--- src/rtl/strike_control_pkg.sv ---
`default_nettype none
// ============================================================================
// Module      : strike_control_pkg
// Description : Shared ISA opcode constants and FSM state encodings for the
//               strike controller. The testbench imports this package to
//               decode the debug state port.
// Revision    : 1.0 - initial release
// ============================================================================
package strike_control_pkg;

    // Opcode field IR[7:6]
    localparam logic [1:0] c_op_halt  = 2'b00;
    localparam logic [1:0] c_op_wleds = 2'b01;
    localparam logic [1:0] c_op_jp    = 2'b10;
    localparam logic [1:0] c_op_nop   = 2'b11;

    // Controller state encoding, exposed on the state port
    typedef enum logic [2:0] {
        ST_INIT   = 3'd0,
        ST_FETCH  = 3'd1,
        ST_LOAD   = 3'd2,
        ST_EXEC   = 3'd3,
        ST_HALTED = 3'd4
    } state_t;

    // Preset for the down-counting fetch wait timer (counts FETCH_WAIT cycles)
    function automatic logic [1:0] wait_preset(input int fetch_wait);
        return 2'(fetch_wait - 1);
    endfunction

endpackage : strike_control_pkg
`default_nettype wire

--- src/rtl/strike_control_if.sv ---
`default_nettype none
// ============================================================================
// Module      : strike_control_if
// Description : Control/status bundle between the strike controller and its
//               datapath. Optional macro STRIKE_STEP_EN adds the step input.
//               master = controller side, slave = datapath side.
// Revision    : 1.0 - initial release
// ============================================================================
interface strike_control_if;
    logic [1:0] co;
    logic       ir_load;
    logic       pc_inc;
    logic       pc_load;
    logic       leds_load;
    logic       halt;
    logic [2:0] state;
    logic [7:0] instr_count;
`ifdef STRIKE_STEP_EN
    logic       step;

    modport master (
        input  co, step,
        output ir_load, pc_inc, pc_load, leds_load, halt, state, instr_count
    );
    modport slave (
        output co, step,
        input  ir_load, pc_inc, pc_load, leds_load, halt, state, instr_count
    );
`else
    modport master (
        input  co,
        output ir_load, pc_inc, pc_load, leds_load, halt, state, instr_count
    );
    modport slave (
        output co,
        input  ir_load, pc_inc, pc_load, leds_load, halt, state, instr_count
    );
`endif
endinterface : strike_control_if
`default_nettype wire

--- src/rtl/strike_wait_timer.sv ---
`default_nettype none
// ============================================================================
// Module      : strike_wait_timer
// Description : 2-bit down counter that times the ROM read latency. Loaded
//               with FETCH_WAIT-1 on entry to FETCH; done_o flags the last
//               wait cycle.
// Revision    : 1.0 - initial release
// ============================================================================
module strike_wait_timer
    import strike_control_pkg::*;
#(
    parameter int FETCH_WAIT = 1
) (
    input  wire logic clk,
    input  wire logic rst,
    input  wire logic load_i,
    input  wire logic en_i,
    output logic      done_o
);

    localparam logic [1:0] c_preset = wait_preset(FETCH_WAIT);

    logic [1:0] cnt_q;
    logic [1:0] cnt_d;

    // Next count: reload on FETCH entry, otherwise count down to zero and hold
    always_comb begin
        cnt_d = cnt_q;
        if (load_i) begin
            cnt_d = c_preset;
        end else if (en_i && (cnt_q != 2'd0)) begin
            cnt_d = cnt_q - 2'd1;
        end
    end

    // Counter register
    always_ff @(posedge clk) begin
        if (rst) begin
            cnt_q <= 2'd0;
        end else begin
            cnt_q <= cnt_d;
        end
    end

    assign done_o = (cnt_q == 2'd0);

endmodule : strike_wait_timer
`default_nettype wire

--- src/rtl/strike_control.sv ---
`default_nettype none
// ============================================================================
// Module      : strike_control
// Description : Fetch/load/execute control FSM for the strike processor.
//               Moore outputs decoded from the state register (plus co in
//               EXEC), 8-bit wrapping executed-instruction counter.
//               Optional macro STRIKE_STEP_EN: single-step gating in FETCH.
// Revision    : 1.0 - initial release
// ============================================================================
module strike_control
    import strike_control_pkg::*;
#(
    parameter int FETCH_WAIT = 1
) (
    input  wire logic        clock,
    input  wire logic        reset_ini,
    strike_control_if.master bus
);

    state_t     state_q;
    logic [7:0] count_q;

    logic w_timer_load;
    logic w_timer_en;
    logic w_timer_done;
    logic w_fetch_done;

`ifdef STRIKE_STEP_EN
    // Set on leaving EXEC; the FETCH wait only starts once step is seen
    logic step_wait_q;

    assign w_timer_load = (state_q == ST_INIT) || (state_q == ST_EXEC) ||
                          ((state_q == ST_FETCH) && step_wait_q && bus.step);
    assign w_timer_en   = (state_q == ST_FETCH) && !step_wait_q;
    assign w_fetch_done = (state_q == ST_FETCH) && !step_wait_q && w_timer_done;

    // Step gate: armed after every instruction, released by a sampled step
    always_ff @(posedge clock) begin
        if (reset_ini) begin
            step_wait_q <= 1'b0;
        end else if (state_q == ST_EXEC) begin
            step_wait_q <= 1'b1;
        end else if ((state_q == ST_FETCH) && bus.step) begin
            step_wait_q <= 1'b0;
        end
    end
`else
    assign w_timer_load = (state_q == ST_INIT) || (state_q == ST_EXEC);
    assign w_timer_en   = (state_q == ST_FETCH);
    assign w_fetch_done = (state_q == ST_FETCH) && w_timer_done;
`endif

    strike_wait_timer #(
        .FETCH_WAIT (FETCH_WAIT)
    ) u_wait_timer (
        .clk    (clock),
        .rst    (reset_ini),
        .load_i (w_timer_load),
        .en_i   (w_timer_en),
        .done_o (w_timer_done)
    );

    // Main FSM and executed-instruction counter; reset overrides every arc
    always_ff @(posedge clock) begin
        if (reset_ini) begin
            state_q <= ST_INIT;
            count_q <= 8'd0;
        end else begin
            case (state_q)
                ST_INIT:   state_q <= ST_FETCH;
                ST_FETCH:  if (w_fetch_done) state_q <= ST_LOAD;
                ST_LOAD:   state_q <= ST_EXEC;
                ST_EXEC: begin
                    count_q <= count_q + 8'd1;
                    state_q <= (bus.co == c_op_halt) ? ST_HALTED : ST_FETCH;
                end
                ST_HALTED: state_q <= ST_HALTED;
                default:   state_q <= ST_INIT;
            endcase
        end
    end

    // Strobe decode: only LOAD and EXEC drive strobes, co matters only in EXEC
    always_comb begin
        bus.ir_load   = 1'b0;
        bus.pc_inc    = 1'b0;
        bus.pc_load   = 1'b0;
        bus.leds_load = 1'b0;
        bus.halt      = 1'b0;
        case (state_q)
            ST_LOAD: begin
                bus.ir_load = 1'b1;
                bus.pc_inc  = 1'b1;
            end
            ST_EXEC: begin
                case (bus.co)
                    c_op_halt:  bus.halt      = 1'b1;
                    c_op_wleds: bus.leds_load = 1'b1;
                    c_op_jp:    bus.pc_load   = 1'b1;
                    default:    ;
                endcase
            end
            default: ;
        endcase
    end

    assign bus.state       = state_q;
    assign bus.instr_count = count_q;

endmodule : strike_control
`default_nettype wire

--- src/flat_wrapper.sv ---
// flat-port wrapper written by rule: the top's interface ports become plain ports
module strike_control_flat import strike_control_pkg::*;
#(
    parameter int FETCH_WAIT = 1
)
  (clock, reset_ini, bus_co, bus_ir_load, bus_pc_inc, bus_pc_load, bus_leds_load, bus_halt, bus_state, bus_instr_count);
  strike_control_if bus_i ();
  input  wire logic clock;
  input  wire logic reset_ini;
  input wire logic [$bits(bus_i.co)-1:0] bus_co;
  output wire logic [$bits(bus_i.ir_load)-1:0] bus_ir_load;
  output wire logic [$bits(bus_i.pc_inc)-1:0] bus_pc_inc;
  output wire logic [$bits(bus_i.pc_load)-1:0] bus_pc_load;
  output wire logic [$bits(bus_i.leds_load)-1:0] bus_leds_load;
  output wire logic [$bits(bus_i.halt)-1:0] bus_halt;
  output wire logic [$bits(bus_i.state)-1:0] bus_state;
  output wire logic [$bits(bus_i.instr_count)-1:0] bus_instr_count;
  assign bus_i.co = bus_co;
  assign bus_ir_load = bus_i.ir_load;
  assign bus_pc_inc = bus_i.pc_inc;
  assign bus_pc_load = bus_i.pc_load;
  assign bus_leds_load = bus_i.leds_load;
  assign bus_halt = bus_i.halt;
  assign bus_state = bus_i.state;
  assign bus_instr_count = bus_i.instr_count;
  strike_control #(.FETCH_WAIT(FETCH_WAIT)) u_core (.clock(clock), .reset_ini(reset_ini), .bus(bus_i));
endmodule
--- config.mk ---
export PLATFORM = sky130hd
export DESIGN_NAME = strike_control_flat
export DESIGN_NICKNAME = d
export VERILOG_FILES = /design/src/rtl/strike_control_pkg.sv /design/src/rtl/strike_control_if.sv /design/src/rtl/strike_wait_timer.sv /design/src/rtl/strike_control.sv /design/src/flat_wrapper.sv
export SDC_FILE = /design/constraint.sdc
export NUM_CORES = 1
export LEC_CHECK = 0
export BUFFER_PORTS_ARGS = -buffer_cell sky130_fd_sc_hd__buf_2
export CAP_MARGIN = 20
export CORE_MARGIN = 4
export CORE_UTILIZATION = 45
export CTS_CLUSTER_SIZE = 10
export DETAILED_ROUTE_END_ITERATION = 7
export PLACE_DENSITY = 0.75
export SYNTH_ARGS = -nofsm -noshare
export SYNTH_HDL_FRONTEND = slang
export SYNTH_SLANG_ARGS = --single-unit
--- constraint.sdc ---
create_clock -name clock -period 3.6 [get_ports clock]
set_input_delay 0.72 -clock clock [delete_from_list [all_inputs] [get_ports clock]]
set_output_delay 0.72 -clock clock [all_outputs]
set_load 0.02 [all_outputs]
**Word level (Yosys, flattened, before mapping)**

Index checks and enable logic that the tools add are counted.

- Output and inout bits: 16
- Logic and storage cells: 30
- Latch bits: 0
- Input port bits: 4
- Memories kept: 0
- RAM bits: 0
- Register bits: 13
- Bits in read-only memories: 0

- Equality and inequality tests: 7
- Bitwise operators: 0
- Shift-type cells: 0
- Multipliers: 0
- Div/mod/pow operators: 0
- Muxes and demuxes: 10
- Add/subtract/negate cells: 2
- Reductions and logical operators: 8
- Order comparisons: 0

Operators with widths:

| kind | number |
|---|---|
| 3-bit case mux with 5 select lines | 1 |
| 8-bit by 1-bit adder with 8-bit output (second input constant) | 1 |
| 1-bit two-way mux | 7 |
| 3-bit by 2-bit == test with 1-bit output (second input constant) | 2 |
| 3-bit two-way mux | 2 |
| 2-bit zero test | 2 |
| 3-bit by 1-bit == test with 1-bit output (second input constant) | 1 |
| 3-bit == test (second input constant) | 1 |
| 3-bit zero test | 1 |
| 2-bit by 1-bit == test with 1-bit output (second input constant) | 1 |
| 2-bit == test (second input constant) | 1 |
| 1-bit logical AND | 2 |
| 2-bit by 1-bit != test with 1-bit output (second input constant) | 1 |
| 2-bit nonzero test | 1 |
| 2-bit OR reduction | 1 |
| 2-bit by 1-bit subtractor with 2-bit output (second input constant) | 1 |
| 1-bit logical OR | 1 |

**Depth between registers and ports, before layout**

Gate-level depths: netlist (run 1).

- Word-level depth: 4
- Depth in mapped cells: 5
- Mapped depth without buffers: 5

**Modules after synthesis**

Synthesis (run 1) repeated with hierarchy kept, for this count alone.

- Cell total of the unflattened synthesis: 69
- Area, all modules: 661.9 µm²

Modules (own cells, without submodules):

| module | area an instance (µm²) | instances | seq. area each (µm²) | cells each |
|---|---|---|---|---|
| strike_control | 553.0 | 1 | 220.2 | 59 |
| strike_wait_timer | 108.9 | 1 | 40.0 | 10 |

**Least setup slack after synthesis (run 1)**

Ideal clock, no wire load.

- Path kind: register to output
- From: register u_core.state_q[1] (netlist: u_core.bus.state[1])
- To: output bus_pc_inc
- Buffers on the path: 1
- Required time: 2880 ps
- Data arrival time: 1410 ps
- Setup slack: 1470 ps
- Stages on the path, launching flop included: 4
- Cells stage by stage: dfxtp_1 -> nor2b_1 -> nor2b_1 -> buf_4

- Cells in the longest elaborated chain, start to end: 2

Ends and longest elaborated chain:

| item | RTL line | text |
|---|---|---|
| from (decl) | strike_control.sv:20 | `state_t state_q;` |
| from (signal assigned) | strike_control.sv:75 | `state_q <= (bus.co == c_op_halt) ? ST_HALTED : ST_FETCH;` |
| 3-bit by 2-bit == test with 1-bit output | - |  |
| 1-bit two-way mux | - |  |
| to (decl) | flat_wrapper.sv:12 | `output wire logic [$bits(bus_i.pc_inc)-1:0] bus_pc_inc;` |

No other way between the ends.

**Worst setup path in the final report (run 1)**

- From: register u_core.state_q[2] (netlist: u_core.bus.state[2])
- To: output bus_halt

- Cells in the longest elaborated chain, start to end: 2

Ends and longest elaborated chain:

| item | RTL line | text |
|---|---|---|
| 3-bit by 2-bit == test with 1-bit output | strike_control.sv:90 | `case (state_q)` |
| 1-bit two-way mux | strike_control.sv:90 |  |
| to (decl) | flat_wrapper.sv:15 | `output wire logic [$bits(bus_i.halt)-1:0] bus_halt;` |

No other way between the ends.

==> reports/metrics.yaml, run 1 <==
sta:
  skew_ns: 0.004029
  max_slew_margin: 0.7815
  setup-tns-final_ns: 0
  setup_slack_ns: 1.340
  hold_viol_final: 0
  setup_viol: 0
  fin_crit_sh: 0.6277
  drv_slew: 0
  whs_ns: 0.4736
  worst_slew_pin_slew_ns: 0.3232
  period_needed_ns: 2.260
  fmax_mhz: 442.5
  grt_setup_unrepaired: "no"
die:
  start_util: 0.4841
  rows: 13
  io_pins: 20
  die_area_um2: 2105
  die_w_um: 45.88
  die_height_um: 45.88
  core_um2: 1334
grt:
  grt_pass1_vias: 489
  grt_usage: 0.1430
  antenna_found_initial: 0
  grt_first_pass_wirelength_mm: 2.145
  grt-ovfl-total: 0
  grt_max_degree: 14
power_and_ir_drop:
  powerDensity_nw_per_um2: 361.7
  cellLeakagePower_nw: 0.3146
  peakVddDrop_mv: 0.1652
setup_path:
  cp-start-kind: "flip-flop"
  worstSetupEndpointType: "primary output"
  required_ns: 2.88
  crit_type: "flip-flop to primary output"
  crit_fanout: 12
  cp.arrival_ns: 1.54
placement:
  place_ws_ns: 1.578
  routabilityCongestion: 0.7686
  dp_hpwl_um: 880.6
  place_area_um2: 732.0
  portBuffers: 19
yosys:
  synthAdderAreaFrac: 0.03876
  synth_mux_area_frac: 0.03295
  synth_top_family_by_area: "simple AND/OR/NAND/NOR gates"
  yosysWarnings: 0
  synth_simple_gate_area_share: 0.2868
  netlist_instances: 72
  synth_area_leaders: "dfxtp_1, a21oi_1, ha_1, o21ai_0, nor3b_1"
  synth_top_area_cell: "dfxtp_1"
  yosysSeqAreaShare: 0.4031
  netlist_area_um2: 645.6
  ys_ff_latch: 13
  synth-xor-area-share: 0.02713
  synth-compound-area-share: 0.1570
  yosysUniqueCellTypes: 32
  syn_nets: 78
  synth_top_area_share: 0.4031
  syn_area_per_cell_um2: 8.967
clock_tree:
  cts.repair.resized: 0
  root_buffer: "clkbuf_4"
  htreeDepth: 1
  clk_latency_ns: 0.27
  cts.sinks: 13
  clockBufferDepth: 2
  ctsHoldBuffers: 0
  cts_tree: "yes"
  clkSlewWorstSetupHoldPaths_ns: 0.08
  cts_buffers: 3
  post_cts_buffers: 0
run_status:
  status: "complete, no violations"
routing:
  routed_wl_mm: 1.210
  ant_nets: 0
  dr.pass1.iters: 2
  post_drt_via_cell_ratio: 5.528
  vias: 586
  wl_per_cell_um: 11.42
  drc: 0
  drt_iter0_markers: 7
cells_and_area:
  fin_area_um2: 758.2
  final_util: 0.5685
  diodes: 0
  drive_gt1_frac: 0.2747
  finalNetCount: 98
  area_growth_pct: 17.44
worst_hold_path:
  holdCritPathClass: "flip-flop to flip-flop"
job:
  drv_cap: 0
[Yosys cell counts]
cell,count
nor3b_1,3
a2111oi_0,1
nand3_1,1
xnor2_1,1
nand3b_2,1
and2_1,1
nand2_1,2
o21ba_2,1
nand4b_1,1
or4_1,2
nand4_1,2
mux2i_1,1
ha_1,2
clkbuf_1,1
buf_2,1
nor3_1,4
inv_1,2
or3_1,3
nor4b_1,1
nor2_1,5
and4b_1,1
mux2_2,1
and2b_1,1
a21oi_1,7
buf_6,1
nor2b_1,2
o31ai_1,2
buf_4,1
dfxtp_1,13
o21ai_0,5
a211oi_1,1
xor2_1,1
[power by group]
group	total, mW	leakage [nW]	switching [mW]	internal, mW
Combinational	0.0322	0.194	0.0193	0.0129
Sequential	0.153	0.105	0.00632	0.147
Clock	0.0886	0.0150	0.0457	0.0429
Total	0.274	0.315	0.0713	0.203
[stage by stage]
stage / std cells / total power [mW]
floorplan: 72 / 0.1807
global placement: 102 / 0.1889
detailed placement: 102 / 0.1895
CTS: 106 / 0.2806
global route: 106 / 0.2915
finish: 106 / 0.2742
[cell type report]
| type | instances | area (µm²) |
|---|---|---|
| Sequential cell | 13 | 260.3 |
| Clock buffer | 4 | 26.28 |
| Inverter | 2 | 7.507 |
| Multi-Input combinational cell | 53 | 350.3 |
| Fill cell | 132 | 575.6 |
| Tap cell | 15 | 18.77 |
| Timing Repair Buffer | 19 | 95.09 |
[state kept, by name, indices dropped and copies added, names as in the netlist]
register,count
u_core.bus.instr_count,8
u_core.bus.state,3
u_core.u_wait_timer.cnt_q,2
[final timing paths]
check	end	start	slack, ns	cells after the start
max	bus_halt	u_core.bus.state[2]	1.34	3
min	u_core.bus.instr_count[7]	u_core.bus.instr_count[7]	0.47	2
min reg2reg	u_core.bus.instr_count[7]	u_core.bus.instr_count[7]	0.47	2
max reg2reg	u_core.bus.instr_count[5]	u_core.bus.state[2]	2.04	3
[cell families (layout without fill, tap and decap cells)]
kind of cell / Yosys count / in the layout
AND/OR/NAND/NOR: 30 / 30
AO/OA/AOI/OAI: 17 / 17
flip-flops: 13 / 13
buffers and inverters: 6 / 25
adder cells (fa/ha/maj): 2 / 2
XOR/XNOR: 2 / 2
multiplexers: 2 / 2
[critical path: stages, from the launching register on]
cell      delay, ns
dfxtp_1        0.41
nand3b_2       0.39
nor3_1         0.26
buf_2          0.21
[cells in the final DEF (no fill, tap or decap), types with 2 or more instances in the layout]
master,count
inv_1,2
nor2b_1,2
or3_1,3
a21oi_1,7
or4_1,2
nor3_1,4
buf_2,19
o21ai_0,5
dfxtp_1,13
clkbuf_4,3
nor2_1,5
nand2_1,2
o31ai_1,2
nor3b_1,3
nand4_1,2
ha_1,2
[per-layer routing]
layer,track usage,part of all wire,wire length [µm],up-vias
met2,0.2033,0.45,545,19
met1,0.1816,0.46,560,259
met3,0.05138,0.075,91,2
met5,0,0,0,-
li1,-,-,-,306
met4,0.08523,0.0099,12,0
No activity file was read; power rests on OpenSTA's default activity.
==> inputs of run 2 (changes only) <==
==> constraint.sdc (replaced) <==
create_clock -name clock -period 2.25 [get_ports clock]
set_input_delay 0.45 -clock clock [delete_from_list [all_inputs] [get_ports clock]]
set_output_delay 0.45 -clock clock [all_outputs]
set_load 0.02 [all_outputs]
==> run 2 against run 1 <==
  * Via count rose by 0.51%
  * Sequential share of layout area did not move
  * Sequential power rose by 61%
  * Worst setup slack got worse by 1.1 ns
  * Combinational power rose by 61%
  * Worst hold slack improved by 0.0092 ns
  * Critical path depth did not move
  * Count of clock-buffer cells in the layout did not move
  * First-iteration DRC count did not move
  * Flip-flop and latch count did not move
  * Clock power rose by 56%
  * Highest routed layer unchanged
==> reports/metrics.yaml, run 2 (same netlist as run 1, synthesis figures left out) <==
die:
  die_w_um: 45.88  # unchanged
  start_util: 0.4841  # unchanged
  die_height_um: 45.88  # unchanged
  die_area_um2: 2105  # unchanged
  rows: 13  # unchanged
  core_um2: 1334  # unchanged
  io_pins: 20  # unchanged
routing:
  drc: 0  # unchanged
  routed_wl_mm: 1.249  # was 1.210 mm
  vias: 589  # was 586
  post_drt_via_cell_ratio: 5.557  # was 5.528
  ant_nets: 0  # unchanged
  wl_per_cell_um: 11.78  # was 11.42 µm
  drt_iter0_markers: 7  # unchanged
  dr.pass1.iters: 4  # was 2
cells_and_area:
  final_common_cell: "buf_2"  # unchanged
  finalNetCount: 98  # unchanged
  layout_common_cells: "buf_2, dfxtp_1, a21oi_1, o21ai_0, nor2_1"  # unchanged
  final_cell_count_no_fill: 106  # unchanged
  drive_gt1_frac: 0.2747  # unchanged
  diodes: 0  # unchanged
  nFillCells: 142  # was 132
  largest_register_ffs: 8  # unchanged
  fin_area_um2: 758.2  # unchanged
  area_growth_pct: 17.44  # unchanged
grt:
  grt_first_pass_wirelength_mm: 2.256  # was 2.145 mm
  antenna_found_initial: 0  # unchanged
  grt_pass1_vias: 509  # was 489
  grt_max_degree: 14  # unchanged
  grt-ovfl-total: 0  # unchanged
  grt_usage: 0.1495  # was 0.1430
sta:
  max_slew_margin: 0.7783  # was 0.7815
  whs_ns: 0.4828  # was 0.4736 ns
  worst_slew_pin_slew_ns: 0.3242  # was 0.3232 ns
  grt_setup_unrepaired: "no"  # unchanged
  fin_crit_sh: 0.8885
  hold_viol_final: 0  # unchanged
  drv_slew: 0  # unchanged
  skew_ns: 0.0004835  # was 0.004029 ns
  period_needed_ns: 1.999
  fmax_mhz: 500.2
  setup-tns-final_ns: 0  # unchanged
  setup_viol: 0  # unchanged
placement:
  dp_hpwl_um: 943.4  # was 880.6 µm
  portBuffers: 19  # unchanged
  routabilityCongestion: 0.7341  # was 0.7686
  place_area_um2: 732.0  # unchanged
  placed_cells: 102  # unchanged
power_and_ir_drop:
  peakVddDrop_mv: 0.2935  # was 0.1652 mV
  cellLeakagePower_nw: 0.3146  # unchanged
  powerDensity_nw_per_um2: 575.0  # was 361.7 nW/µm²
clock_tree:
  root_buffer: "clkbuf_4"  # unchanged
  htreeDepth: 1  # unchanged
  clkSlewWorstSetupHoldPaths_ns: 0.07  # was 0.08 ns
  cts.sinks: 13  # unchanged
  clk_latency_ns: 0.26  # was 0.27 ns
  cts_buffers: 3  # unchanged
  post_cts_buffers: 0  # unchanged
  ctsHoldBuffers: 0  # unchanged
  cts.repair.resized: 0  # unchanged
  clockBufferDepth: 2  # unchanged
  cts_tree: "yes"  # unchanged
setup_path:
  crit_fanout: 12  # unchanged
  path_cells: "nand3b_2, nor3_1, buf_2"  # unchanged
  critPathSlowestCell: "dfxtp_1"  # unchanged
  cp-start-kind: "flip-flop"  # unchanged
  required_ns: 1.80  # was 2.88 ns
  cp.arrival_ns: 1.55  # was 1.54 ns
  crit_type: "flip-flop to primary output"  # unchanged
  slowest_delay_ns: 0.40  # was 0.41 ns
  worstSetupEndpointType: "primary output"  # unchanged
run_status:
  status: "complete, no violations"  # unchanged
worst_hold_path:
  holdCritPathClass: "flip-flop to flip-flop"  # unchanged
job:
  drv_cap: 0  # unchanged
[run 2: cell type report]
cell class                 count  area (µm²)  share of cell area
inverter                       2       7.507            0.009901
multi-input combinational     53       350.3              0.4620
timing repair buffer          19       95.09              0.1254
clock buffer                   4       26.28             0.03465
tap                           15       18.77             0.02475
sequential                    13       260.3              0.3432
[run 2: report_power, final]
group / total [mW] / leakage, nW / switching (mW) / internal, mW
combinational: 0.0518 / 0.194 / 0.0312 / 0.0206
sequential: 0.246 / 0.105 / 0.0110 / 0.235
clock: 0.138 / 0.0150 / 0.0694 / 0.0685
[run 2: critical path, delay by kind of cell, from the launching register on]
family | cells | cell delay, ns
buf+inv | 1 | 0.22
simple gates | 2 | 0.66
flops | 1 | 0.40
[run 2: layer usage]
layer / wire length, µm / vias up / share of wire / global-route usage
met5: 0 / - / 0 / 0
met4: 12 / 0 / 0.0096 / 0.08523
met3: 96 / 2 / 0.077 / 0.05534
met2: 574 / 17 / 0.46 / 0.2060
met1: 566 / 265 / 0.45 / 0.1962
li1: - / 305 / - / -
[run 2: path summary, 6_finish.rpt]
path / from / endpoint / slack [ns] / depth (start not counted)
min reg2reg: u_core.bus.instr_count[7] / u_core.bus.instr_count[7] / 0.48 / 2
max: u_core.bus.state[2] / bus_halt / 0.25 / 3
min: u_core.bus.instr_count[7] / u_core.bus.instr_count[7] / 0.48 / 2
max reg2reg: u_core.bus.state[2] / u_core.bus.instr_count[5] / 0.70 / 3
[run 2: metrics by stage]
step / power, mW / util / setup WS, ns
finish: 0.4360 / 0.5685 / 0.2509
global route: 0.4681 / 0.5685 / 0.05285
CTS: 0.4444 / 0.5685 / 0.2025
detailed placement: 0.3035 / 0.5488 / 0.5136
global placement: 0.3019 / 0.5488 / 0.6245
floorplan: 0.2891 / - / 0.3902
==> inputs of run 3 (changes only) <==
--- a/config.mk
+++ b/config.mk
@@ -8,10 +8,10 @@
 export BUFFER_PORTS_ARGS = -buffer_cell sky130_fd_sc_hd__buf_2
 export CAP_MARGIN = 20
 export CORE_MARGIN = 4
-export CORE_UTILIZATION = 45
+export CORE_UTILIZATION = 47
 export CTS_CLUSTER_SIZE = 10
 export DETAILED_ROUTE_END_ITERATION = 7
-export PLACE_DENSITY = 0.75
+export PLACE_DENSITY = 0.8
 export SYNTH_ARGS = -nofsm -noshare
 export SYNTH_HDL_FRONTEND = slang
 export SYNTH_SLANG_ARGS = --single-unit
==> run 3 against run 2 <==
  * Die area is 3.5% lower
  * Final area stayed put
  * Register-to-register slack hardly changed
  * Critical endpoint unchanged
  * Highest routed layer unchanged
  * Largest cell class unchanged
  * Clock skew is 0.0013 ns higher
  * Critical path depth stayed put
  * Sequential share of layout area stayed put
==> reports/metrics.yaml, run 3 (same netlist as run 1, synthesis figures left out) <==
setup_path:
  slowest_delay_ns: 0.40  # about the same
  reg2regPathDepth: 5  # was 3
  cp.arrival_ns: 1.51  # was 1.55 ns
  crit_family: "simple AND/OR/NAND/NOR gates"  # unchanged
  cp-start-kind: "flip-flop"  # unchanged
  r2r-end: "u_core.u_wait_timer.cnt_q[1]"  # was u_core.bus.instr_count[5]
  critical_path_buf_inv_count: 1  # unchanged
  crit_type: "flip-flop to primary output"  # unchanged
  critPathSlowestCell: "dfxtp_1"  # unchanged
  timing.rr.start: "u_core.u_wait_timer.cnt_q[0]"  # was u_core.bus.state[2]
  crit_fanout: 12  # unchanged
  r2r_slack_ns: 0.70  # about the same
  required_ns: 1.80  # about the same
  worstSetupEndpointType: "primary output"  # unchanged
  path_cells: "nand3b_2, nor3_1, buf_2"  # unchanged
routing:
  vias: 604  # was 589
  drt_iter0_markers: 13  # was 7
  wl_per_cell_um: 12.30  # was 11.78 µm
  drc: 0  # unchanged
  post_drt_via_cell_ratio: 5.698  # was 5.557
  dr.pass1.iters: 4  # unchanged
  ant_nets: 0  # unchanged
  routed_wl_mm: 1.304  # was 1.249 mm
die:
  die_height_um: 45.06  # was 45.88 µm
  core_um2: 1301  # was 1334 µm²
  rows: 13  # unchanged
  start_util: 0.4962  # was 0.4841
  io_pins: 20  # unchanged
  die_w_um: 45.06  # was 45.88 µm
  die_area_um2: 2030  # was 2105 µm²
sta:
  fin_crit_sh: 0.8700  # was 0.8885
  hold_viol_final: 0  # unchanged
  drv_slew: 0  # unchanged
  max_slew_margin: 0.7617  # was 0.7783
  worst_slew_pin_slew_ns: 0.3526  # was 0.3242 ns
  period_needed_ns: 1.958  # was 1.999 ns
  fmax_mhz: 510.9  # was 500.2 MHz
  setup_viol: 0  # unchanged
  whs_ns: 0.4968  # was 0.4828 ns
  skew_ns: 0.001769  # was 0.0004835 ns
  grt_setup_unrepaired: "no"  # unchanged
  setup-tns-final_ns: 0  # unchanged
job:
  drv_cap: 0  # unchanged
placement:
  routabilityCongestion: 0.7396  # was 0.7341
  placed_cells: 102  # unchanged
  portBuffers: 19  # unchanged
  place_area_um2: 732.0  # unchanged
  dp_hpwl_um: 957.3  # was 943.4 µm
cells_and_area:
  fin_area_um2: 758.2  # unchanged
  multi_input_area_um2: 350.3  # unchanged
  regArea_um2: 260.3  # unchanged
  nFillCells: 135  # was 142
  largest_register_ffs: 8  # unchanged
  final_common_cell: "buf_2"  # unchanged
  finalNetCount: 98  # unchanged
  drive_gt1_frac: 0.2747  # unchanged
  area_growth_pct: 17.44  # unchanged
  diodes: 0  # unchanged
  final_cell_count_no_fill: 106  # unchanged
  layout_common_cells: "buf_2, dfxtp_1, a21oi_1, o21ai_0, nor2_1"  # unchanged
power_and_ir_drop:
  powerDensity_nw_per_um2: 583.6  # was 575.0 nW/µm²
  cellLeakagePower_nw: 0.3146  # unchanged
  peakVddDrop_mv: 0.3467  # was 0.2935 mV
grt:
  antenna_found_initial: 0  # unchanged
  grt_max_degree: 14  # unchanged
  grt_pass1_vias: 503  # was 509
  grt-ovfl-total: 0  # unchanged
  grt_usage: 0.1432  # was 0.1495
  grt_first_pass_wirelength_mm: 2.063  # was 2.256 mm
clock_tree:
  cts_buffers: 3  # unchanged
  clk_latency_ns: 0.28  # was 0.26 ns
  root_buffer: "clkbuf_4"  # unchanged
  cts.repair.resized: 0  # unchanged
  clkSlewWorstSetupHoldPaths_ns: 0.08  # was 0.07 ns
  post_cts_buffers: 0  # unchanged
  cts_tree: "yes"  # unchanged
  ctsHoldBuffers: 0  # unchanged
  htreeDepth: 1  # unchanged
  cts.sinks: 13  # unchanged
  clockBufferDepth: 2  # unchanged
worst_hold_path:
  min_to: "u_core.bus.instr_count[1]"  # was u_core.bus.instr_count[7]
  holdCritPathClass: "primary input to flip-flop"  # was flip-flop to flip-flop
  hold_depth: 2  # unchanged
  hp-start: "reset_ini"  # was u_core.bus.instr_count[7]
run_status:
  status: "complete, no violations"  # unchanged
## run 3: stage by stage
| stage | worst slack, ns | utilization | total power, mW |
|---|---|---|---|
| 3_5_place_dp | 0.5944 | 0.5625 | 0.3036 |
| 3_3_place_gp | 0.6374 | 0.5625 | 0.3017 |
| 2_1_floorplan | 0.3902 | - | 0.2891 |
| 5_1_grt | 0.1812 | 0.5827 | 0.4671 |
| 6_report | 0.2925 | 0.5827 | 0.4425 |
| 4_1_cts | 0.2759 | 0.5827 | 0.4505 |
## run 3: power by group
part	leakage (nW)	switching, mW	internal, mW
clock network	0.0150	0.0760	0.0689
registers	0.105	0.0105	0.235
logic	0.194	0.0312	0.0206
## run 3: area by class of cell
| type | count | share of cell area |
|---|---|---|
| Multi-Input combinational cell | 53 | 0.4620 |
| Sequential cell | 13 | 0.3432 |
| Inverter | 2 | 0.009901 |
| Clock buffer | 4 | 0.03465 |
| Timing Repair Buffer | 19 | 0.1254 |
| Tap cell | 15 | 0.02475 |
## run 3: worst max-delay path by stage
| stage | start | to | slack (ns) | depth (start not counted) |
|---|---|---|---|---|
| 3_3_place_gp | u_core.bus.state[2] | bus_halt | 0.64 | 3 |
| 2_1_floorplan | u_core.bus.state[1] | bus_pc_inc | 0.39 | 3 |
| 6_report | u_core.bus.state[2] | bus_halt | 0.29 | 3 |
| 3_5_place_dp | u_core.bus.state[2] | bus_halt | 0.59 | 3 |
| 5_1_grt | u_core.bus.state[2] | bus_halt | 0.18 | 3 |
| 4_1_cts | u_core.bus.state[2] | bus_halt | 0.28 | 3 |
## run 3: layer usage
layer	track usage	wire, µm	part of all wire
met5	0	0	0
met4	0.1228	41	0.031
met3	0.02789	122	0.094
met2	0.2119	563	0.43
met1	0.1752	577	0.44
